### src/rtl/ncl_pkg.sv
// ncl_pkg
// Shared types and helpers for the NCL multiplier bridge.
//   dual_rail_logic : one dual-rail bit {rail1, rail0}; NULL is {0,0}.
//   bridge_state_t  : bridge FSM states (IDLE, DATA, NULL, RECOVER).
//   dr_complete     : every bit of a dual-rail vector has exactly one rail high.
//   dr_null         : every rail of a dual-rail vector is low.
package ncl_pkg;

    localparam int OP_W = 3;
    localparam int P_W  = 6;

    typedef struct packed {
        logic rail1;
        logic rail0;
    } dual_rail_logic;

    typedef enum logic [1:0] {
        ST_IDLE    = 2'd0,
        ST_DATA    = 2'd1,
        ST_NULL    = 2'd2,
        ST_RECOVER = 2'd3
    } bridge_state_t;

    function automatic logic dr_complete(input dual_rail_logic [P_W-1:0] v);
        logic ok;
        ok = 1'b1;
        for (int i = 0; i < P_W; i++) begin
            ok = ok & (v[i].rail1 ^ v[i].rail0);
        end
        return ok;
    endfunction

    function automatic logic dr_null(input dual_rail_logic [P_W-1:0] v);
        return (v == '0);
    endfunction

endpackage

### src/rtl/ncl_sync.sv
// ncl_sync
// Flop-chain synchroniser for one asynchronous bit, cleared by reset.
// Ports:
//   clk, rst : clock and synchronous active-high reset
//   d        : asynchronous input bit
//   q        : synchronised output (STAGES cycles of latency)
// STAGES must be at least 2.
module ncl_sync #(
    parameter int STAGES = 2
) (
    input  logic clk,
    input  logic rst,
    input  logic d,
    output logic q
);

    logic [STAGES-1:0] chain;

    always_ff @(posedge clk) begin
        if (rst) begin
            chain <= '0;
        end else begin
            chain <= {chain[STAGES-2:0], d};
        end
    end

    assign q = chain[STAGES-1];

endmodule

### src/rtl/ncl_mult3_sync_bridge.sv
// ncl_mult3_sync_bridge
// Clocked front/back end for the 3x3 NCL multiplier. Binary operands arrive
// on a valid/ready port, are driven as dual-rail DATA/NULL wavefronts with the
// four-phase Ki/Ko handshake, and the synchronised dual-rail product is
// returned as a 6-bit binary value on a second valid/ready port.
//
// Handshake semantics (both ports): a transfer happens on a rising clk edge
// where valid and ready are both high; valid, once raised by the producer, is
// held with stable data until that transfer.
//
// Ports:
//   clk, rst                    : clock, synchronous active-high reset
//   in_valid/in_ready/in_a/in_b : operand port
//   out_valid/out_ready/out_p   : product port (single-entry buffer)
//   a_rail1/0, b_rail1/0        : registered dual-rail operands to multiplier
//   ncl_ki                      : registered Ki (1 = request DATA, 0 = NULL)
//   ncl_rst                     : registered multiplier reset
//   ncl_ko, p_rail1/0           : asynchronous Ko and dual-rail product
//   busy                        : FSM is not in IDLE
//   err_illegal                 : sticky, some product bit had both rails high
//   err_timeout                 : sticky, watchdog fired
//
// Build option: define NCL_MULT3_BRIDGE_TIMEOUT_EN to enable the DATA/NULL
// watchdog and the RECOVER path; otherwise err_timeout is tied low and the FSM
// waits indefinitely.
module ncl_mult3_sync_bridge
    import ncl_pkg::*;
#(
    parameter int SYNC_STAGES    = 2,
    parameter int TIMEOUT_CYCLES = 64,
    parameter int RECOVER_CYCLES = 4
) (
    input  logic       clk,
    input  logic       rst,
    input  logic       in_valid,
    output logic       in_ready,
    input  logic [2:0] in_a,
    input  logic [2:0] in_b,
    output logic       out_valid,
    input  logic       out_ready,
    output logic [5:0] out_p,
    output logic [2:0] a_rail1,
    output logic [2:0] a_rail0,
    output logic [2:0] b_rail1,
    output logic [2:0] b_rail0,
    output logic       ncl_ki,
    output logic       ncl_rst,
    input  logic       ncl_ko,
    input  logic [5:0] p_rail1,
    input  logic [5:0] p_rail0,
    output logic       busy,
    output logic       err_illegal,
    output logic       err_timeout
);

    localparam int REC_W = $clog2(RECOVER_CYCLES + 1);

    // ---------------- synchronisers ----------------
    logic           ko_s;
    logic [P_W-1:0] pr1_s;
    logic [P_W-1:0] pr0_s;
    dual_rail_logic [P_W-1:0] p_dr;

    ncl_sync #(.STAGES(SYNC_STAGES)) u_sync_ko (
        .clk (clk),
        .rst (rst),
        .d   (ncl_ko),
        .q   (ko_s)
    );

    for (genvar i = 0; i < P_W; i++) begin : g_psync
        ncl_sync #(.STAGES(SYNC_STAGES)) u_sync_r1 (
            .clk (clk),
            .rst (rst),
            .d   (p_rail1[i]),
            .q   (pr1_s[i])
        );
        ncl_sync #(.STAGES(SYNC_STAGES)) u_sync_r0 (
            .clk (clk),
            .rst (rst),
            .d   (p_rail0[i]),
            .q   (pr0_s[i])
        );
        assign p_dr[i] = {pr1_s[i], pr0_s[i]};
    end

    logic p_complete;
    logic p_null;
    logic p_illegal;

    assign p_complete = dr_complete(p_dr);
    assign p_null     = dr_null(p_dr);
    assign p_illegal  = |(pr1_s & pr0_s);

    // ---------------- FSM ----------------
    bridge_state_t    state;
    bridge_state_t    state_n;
    logic [2:0]       a1_n, a0_n, b1_n, b0_n;
    logic             ki_n;
    logic             cap;
    logic             out_valid_n;
    logic             out_free;
    logic [REC_W-1:0] rec_cnt;

    assign out_free = !out_valid || out_ready;
    assign busy     = (state != ST_IDLE);

    // ncl_ki is low for the first cycle out of reset and after RECOVER entry;
    // gating on it keeps in_ready off in any cycle the multiplier sees Ki=0.
    assign in_ready = (state == ST_IDLE) && ncl_ki && ko_s && p_null && out_free;

`ifdef NCL_MULT3_BRIDGE_TIMEOUT_EN
    localparam int TMO_W = $clog2(TIMEOUT_CYCLES + 1);
    logic [TMO_W-1:0] tmo_cnt;
    logic             tmo_hit;
    logic             tmo_fire;

    assign tmo_hit = ((state == ST_DATA) || (state == ST_NULL)) &&
                     (tmo_cnt == TMO_W'(TIMEOUT_CYCLES - 1));
`endif

    always_comb begin
        state_n = state;
        a1_n    = a_rail1;
        a0_n    = a_rail0;
        b1_n    = b_rail1;
        b0_n    = b_rail0;
        ki_n    = ncl_ki;
        cap     = 1'b0;
`ifdef NCL_MULT3_BRIDGE_TIMEOUT_EN
        tmo_fire = 1'b0;
`endif
        case (state)
            ST_IDLE: begin
                ki_n = 1'b1;
                if (in_valid && in_ready) begin
                    a1_n    = in_a;
                    a0_n    = ~in_a;
                    b1_n    = in_b;
                    b0_n    = ~in_b;
                    state_n = ST_DATA;
                end
            end
            ST_DATA: begin
                ki_n = 1'b1;
                // Without a free output slot DATA is simply held (backpressure).
                if (p_complete && !ko_s && out_free) begin
                    cap     = 1'b1;
                    a1_n    = '0;
                    a0_n    = '0;
                    b1_n    = '0;
                    b0_n    = '0;
                    ki_n    = 1'b0;
                    state_n = ST_NULL;
                end
            end
            ST_NULL: begin
                ki_n = 1'b0;
                if (p_null && ko_s) begin
                    ki_n    = 1'b1;
                    state_n = ST_IDLE;
                end
            end
            ST_RECOVER: begin
                a1_n = '0;
                a0_n = '0;
                b1_n = '0;
                b0_n = '0;
                ki_n = 1'b0;
                if (rec_cnt == REC_W'(RECOVER_CYCLES - 1)) begin
                    ki_n    = 1'b1;
                    state_n = ST_IDLE;
                end
            end
            default: begin
                state_n = ST_IDLE;
            end
        endcase
`ifdef NCL_MULT3_BRIDGE_TIMEOUT_EN
        // A normal transition on the same edge wins; the watchdog only fires
        // when the FSM would otherwise stay put.
        if (tmo_hit && (state_n == state)) begin
            tmo_fire = 1'b1;
            state_n  = ST_RECOVER;
            a1_n     = '0;
            a0_n     = '0;
            b1_n     = '0;
            b0_n     = '0;
            ki_n     = 1'b0;
        end
`endif
    end

    always_comb begin
        out_valid_n = out_valid;
        if (out_valid && out_ready) out_valid_n = 1'b0;
        if (cap)                    out_valid_n = 1'b1;
    end

    always_ff @(posedge clk) begin
        if (rst) begin
            state       <= ST_IDLE;
            a_rail1     <= '0;
            a_rail0     <= '0;
            b_rail1     <= '0;
            b_rail0     <= '0;
            ncl_ki      <= 1'b0;
            ncl_rst     <= 1'b1;
            out_valid   <= 1'b0;
            out_p       <= '0;
            err_illegal <= 1'b0;
            rec_cnt     <= '0;
        end else begin
            state       <= state_n;
            a_rail1     <= a1_n;
            a_rail0     <= a0_n;
            b_rail1     <= b1_n;
            b_rail0     <= b0_n;
            ncl_ki      <= ki_n;
            ncl_rst     <= (state_n == ST_RECOVER);
            out_valid   <= out_valid_n;
            err_illegal <= err_illegal | p_illegal;
            if (cap) begin
                out_p <= pr1_s;
            end
            if ((state == ST_RECOVER) && (state_n == ST_RECOVER)) begin
                rec_cnt <= rec_cnt + REC_W'(1);
            end else begin
                rec_cnt <= '0;
            end
        end
    end

`ifdef NCL_MULT3_BRIDGE_TIMEOUT_EN
    always_ff @(posedge clk) begin
        if (rst) begin
            tmo_cnt     <= '0;
            err_timeout <= 1'b0;
        end else begin
            err_timeout <= err_timeout | tmo_fire;
            if ((state_n != state) || !((state == ST_DATA) || (state == ST_NULL))) begin
                tmo_cnt <= '0;
            end else begin
                tmo_cnt <= tmo_cnt + TMO_W'(1);
            end
        end
    end
`else
    assign err_timeout = 1'b0;
`endif

endmodule

### config.mk
export PLATFORM = sky130hd
export DESIGN_NAME = ncl_mult3_sync_bridge
export DESIGN_NICKNAME = d
export VERILOG_FILES = /design/src/rtl/ncl_pkg.sv /design/src/rtl/ncl_sync.sv /design/src/rtl/ncl_mult3_sync_bridge.sv
export SDC_FILE = /design/constraint.sdc
export NUM_CORES = 1
export LEC_CHECK = 0
export CELL_PAD_IN_SITES_DETAIL_PLACEMENT = 0
export CELL_PAD_IN_SITES_GLOBAL_PLACEMENT = 1
export CORE_AREA = 10 10 84 86
export CTS_BUF_LIST = sky130_fd_sc_hd__clkbuf_16
export DETAILED_ROUTE_END_ITERATION = 8
export DIE_AREA = 0 0 94 96
export HOLD_SLACK_MARGIN = 0.06
export PLACE_DENSITY = 0.83
export SLEW_MARGIN = 20
export SYNTH_ARGS = -nofsm -noshare
export SYNTH_HDL_FRONTEND = slang
export SYNTH_HIERARCHICAL = 1
export SYNTH_SLANG_ARGS = --single-unit
export TNS_END_PERCENT = 5
### constraint.sdc
create_clock -name clk -period 2.18 [get_ports clk]
set_input_delay 0.436 -clock clk [delete_from_list [all_inputs] [get_ports clk]]
set_output_delay 0.436 -clock clk [all_outputs]
set_load 0.05 [all_outputs]
# Word-level counts from Yosys, hierarchy flattened
# Index checks and enable logic that the tools add are counted.
# totals
regBits	53
input_bits	23
output_inout_bits	25
elab_cells	91
# classes
addsub	1
n_eq_ne	7
mux	22
bitwise	16
n_reduce_logical	21
# op_table
operator	n
3-bit case mux with 3 select lines	4
3-bit 2-to-1 mux	5
12-bit zero test	1
1-bit logical AND	10
2-bit 2-to-1 mux	4
2-bit case mux with 4 select lines	1
1-bit 2-to-1 mux	7
6-bit AND	1
2-bit equality test, second input constant	3
3-bit NOT	2
6-bit OR reduction	1
1-bit bitwise XOR	6
1-bit AND	5
1-bit case mux with 4 select lines	1
2-bit nonzero test	2
3-bit by 1-bit adder with 3-bit output, second input constant	1
3-bit by 2-bit equality test with 1-bit output, second input constant	1
3-bit AND reduction	1
3-bit nonzero test	1
2-bit by 1-bit equality test with 1-bit output, second input constant	1
1-bit zero test	2
2-bit zero test	1
2-bit by 1-bit != test with 1-bit output, second input constant	1
2-bit != test, second input constant	1
4 further kinds	4

# Depth between registers and ports, before layout
# logic_depth
ltp_word	14
ltp_mapped	7
mapped_depth_nobuf	6

# Cells and area by module
# The synthesis kept the hierarchy.
# by_module_without_submodules
mod	instances	cells_per_inst	area_per_inst_um2	seq_area_each_um2
ncl_mult3_sync_bridge	1	122	1263.7	540.5
ncl_sync	13	4	52.6	40.0

# Worst setup path after synthesis
# OpenSTA, ideal clock, no wires.
# synth_path
path_kind	register -> register
startpoint	reg ncl_ki
endpoint	reg a_rail1[1]
setup_ps	117
t_arrival_ps	2230
required_ps	2063
setup_slack_ps	-166
path_stages_with_launch	6
path_buffers	1
period_less_slack_ps	2346
path_cell_list	dfxtp_1 or3b_4 nor4_4 a211oi_2 buf_6 a22o_1
# synth_between
elab_chain_len	7
# synth_lines
item	line_no	rtl
start, declared	ncl_mult3_sync_bridge.sv:46	output logic ncl_ki,
start signal, assigned	ncl_mult3_sync_bridge.sv:219	ncl_ki <= ki_n;
1-bit logical AND (4 in a row)	ncl_mult3_sync_bridge.sv:110	assign in_ready = (state == ST_IDLE) && ncl_ki && ko_s && p_null && out_free;
via in_ready	ncl_mult3_sync_bridge.sv:36	output logic in_ready,
1-bit logical AND	ncl_mult3_sync_bridge.sv:136	if (in_valid && in_ready) begin
2-bit by 1-bit != test with 1-bit output (no source line)	-	
3-bit AND reduction (no source line)	-	
end signal, assigned	ncl_mult3_sync_bridge.sv:215	a_rail1 <= a1_n;
end, declared	ncl_mult3_sync_bridge.sv:42	output logic [2:0] a_rail1,
# The timed path passes the listed nets, and every way through them passes these cells.
# A chain may end at the register's enable or synchronous reset.

# Worst setup path after layout
# layout_path
startpoint	reg state[0]
endpoint	out in_ready
# layout_between
elab_chain_len	5
# layout_lines
item	line_no	rtl
start, declared	ncl_mult3_sync_bridge.sv:96	bridge_state_t state;
start signal, assigned	ncl_mult3_sync_bridge.sv:214	state <= state_n;
2-bit zero test	ncl_mult3_sync_bridge.sv:110	
1-bit logical AND (4 in a row)	ncl_mult3_sync_bridge.sv:110	
end, declared	ncl_mult3_sync_bridge.sv:36	
# Every way passes these cells.

==> run summary <==
The overall power came out at 1990 µW. The worst hold margin is 431 ps. Clock tree synthesis selected as its root buffer the cell clkbuf_16. In this run the static leakage power is roughly 0.0010 µW. Measured along the x axis, the die boundary spans 94 µm.

The largest buffer count on any clock path is 2. The detailed router's first-iteration violation count is 70. The maximum level of the CTS H-tree is 2.

The starting density of the core came out at 36.0%. The setup path with the least slack is of type flop to primary output. The number of enable flip-flop cells after synthesis came out at 0. The post-synthesis instance area is roughly 0.0019 mm². Timing would allow up to roughly 0.47 GHz.

Of the synthesized area, sequential elements account for 54.5%. Dividing the detail-routed via count by the number of cells gives about 4.4. STA puts the critical path data required time at about 1700 ps. The chip height is around 96 µm. Sequential cells account for 50.4% of the total power. The total internal power came out at roughly 1600 µW.

The number of diodes came out at 0. The number of nets with antenna violations after routing is 0. The flow ran to the end, and the final reports show no timing, DRC or antenna violations. The share of Yosys cell area claimed by the top area cell type came out at 54.5%. The worst slew slack as a fraction of its limit is between 50% and 60%. TritonCTS built the clock tree. The fraction of layout cells with a size suffix above 1 came out at 12.7%.

The warning count from the yosys run is 6. Dividing the detail-routed wire length by the instance count gives about 13 µm. In this design, the stage delay of the slowest critical-path cell is 410 ps.

The net switching fraction of the power is about a fifth. The cell at the slowest stage of the critical path is or3b_4. The final setup skew is between 10 and 15 ps. The count of clock tree sinks came out at 53.

The critical path goes through or3b_4, nor4_4, buf_4, buf_12. The count of input and output buffers is 46. The pin count of the biggest net entering global routing came out at slightly above 40. The number of filler cells placed in the layout came out at slightly above 500. The overall routed net length is between 3 and 4 mm. The multi-input combinational cell area is just under 800 µm². The tightest min-delay check is of the flop to flop type. The detailed-placement wirelength estimate came out at around 2.9 mm.

The CTS clock-pin slew for the worst setup and hold paths came out at 70 ps. The final period utilization is a little over nine tenths. The worst-case IR drop observed on VDD is roughly 0.0005 V. TritonCTS created 5 clock buffers. The commonest cells after synthesis are dfxtp_1 (53), nor2b_1 (27), ha_1 (14), inv_1 (14), nor2_1 (11). The proportion of power drawn by the clock network is between 40% and 50%.

Registers take ~0.0011 mm². The congestion estimate from routability-driven global placement came to 0.790. The post-synthesis sequential element count is between 50 and 60.

Among all flip-flop cells after synthesis, the most frequent one is dfxtp_1. Averaged over all synthesized cells, the footprint is between 10 and 15 µm². Counting every net in the synthesized netlist gives 211.

The total area inside the core boundary comes to around 0.0054 mm². The largest driver fanout on the critical path came out at 10. The net switching power of the design is between 300 and 400 µW. The total die area is between 0.009 and 0.01 mm². The initial antenna violation count is 0. The final number of max-transition violations came out at 0.

The fraction of registers with async set or reset after synthesis came out at 0%. The number of hold buffers added after CTS is 0. The latest clock arrival within the worst-skew pair is 290 ps. The via count of the first global-routing pass is around 1300.

The worst setup path is captured at a primary output. In this run the power density over the cells is approximately 740 mW/mm². The first global-routing pass estimated roughly 6.3 mm of wire. Ranked by total cell area, the synthesized netlist is headed by dfxtp_1 (54%), ha_1 (9.0%), nor2b_1 (8.7%). After synthesis, the netlist uses 34 different library cells. The number of hold-slack violations in the final timing report was 0. The setup violation total in the final timing report is 0.

The net count reported at finish is roughly 270. The part of the power in combinational logic is under 10%. The most frequent cell after synthesis is dfxtp_1. The max-capacitance violation count is 0.

The biggest area contributor in the post-synthesis netlist is dfxtp_1. The synthesized instance count came out at 174. The total grt overflow is 0.

At the worst endpoint, the arrival time is 1670 ps. The number of detailed-route iterations in the first pass came out at 4. The pin slew with the least headroom to its limit is 732 ps. The final routed DRC violation total is 0.

The post-route minimum period came out at approximately 2100 ps. The floorplan row count is 27. Global routing consumed, over all layers together, approximately 9% of the routing resources. In this run the count of I/O pins placed on the die edge is 48.

The worst setup path is launched from a flop. The area growth from synthesis to layout is 38.2%. The overall via count from detail_route is 1316.
==> per-stage QoR <==
| stage | utilization, % | setup slack [ps] | area, µm² | std cells | setup TNS [ps] |
|---|---|---|---|---|---|
| final | 49.8 | 70.9 | 2690 | 301 | 0 |
| after global routing | 49.8 | -21.2 | 2690 | 301 | -24.6 |
| after CTS | 49.5 | 39.6 | 2680 | 300 | 0 |
| after detailed placement | 46.5 | -103 | 2510 | 292 | -836 |
| after global placement | 46.5 | -62.2 | 2510 | 292 | -386 |
| after floorplan | - | -42.0 | 1950 | 174 | -168 |
==> kinds of logic after synthesis <==
logic type               share of synthesized area (%)
AND/OR/NAND/NOR                                   20.3
flip-flops                                        54.5
buffers and inverters                             4.82
AO/OA/AOI/OAI                                     8.10
adder cells (fa/ha/maj)                           9.00
multiplexers                                      3.08
other                                            0.193
==> state kept, by name (all words and copies together), names as in the netlist <==
name / cells
out_p: 6
err_illegal: 1
ncl_rst: 1
g_psync.u_sync_r0/chain: 12
b_rail0: 3
g_psync.u_sync_r1/chain: 12
out_valid: 1
b_rail1: 3
state: 2
rec_cnt: 3
a_rail1: 3
a_rail0: 3
u_sync_ko/chain: 2
ncl_ki: 1
==> per-layer routing <==
layer,track usage [%],up-vias,share of wire [%]
li1,-,690,-
met1,10.4,598,43
met2,14.3,23,51
met3,3.11,5,3.7
met4,3.80,0,1.8
met5,0,-,0
==> power groups by stage <==
stage               Combinational [µW]  Sequential (µW)  Clock, µW
global route                       146             1010        928
CTS                                134             1010        882
detailed placement                 134             1030          0
floorplan                         54.9             1040          0
finish                             133             1010        856
global placement                   132             1030          0
==> worst max-delay path, delay by kind of cell (launching register included) <==
family	cells	cell delay, ps
buffers and inverters	2	290
flip-flops	1	370
AND/OR/NAND/NOR	2	720
==> area by class of cell <==
type	count	share of cell area (%)
clock inverters	3	1.44
well taps	72	3.35
repair buffers	53	19.3
inverters	14	1.95
clock buffers	5	4.65
flip-flops and latches	53	39.8
multi-input cells	101	29.4
==> worst paths after layout <==
check	slack [ps]	from	cells past startpoint	end
setup / recovery	70	state[0]	4	in_ready
hold / removal	430	rec_cnt[0]	1	rec_cnt[0]
setup reg to reg	170	g_psync[3].u_sync_r1/chain[1]	6	rec_cnt[2]
hold reg to reg	430	rec_cnt[0]	1	rec_cnt[0]
==> placed cells by master, fill, tap and decap left out, types with 5 or more instances in the layout <==
cell / count
clkbuf_16: 5
dfxtp_2: 5
inv_1: 15
clkdlybuf4s50_1: 44
nor2b_1: 27
nor2_1: 11
buf_4: 8
ha_1: 14
o2bb2ai_1: 6
mux2i_1: 6
a22o_1: 6
dfxtp_1: 47
==> repair_timing <==
action                                  4_1_cts  5_1_grt
setup buffers                                 0        1
gates resized for setup                       0        5
endpoints found under the setup margin        0        1
hold endpoints to repair                      0        0
Note: power is estimated with default switching activity, not from simulation.
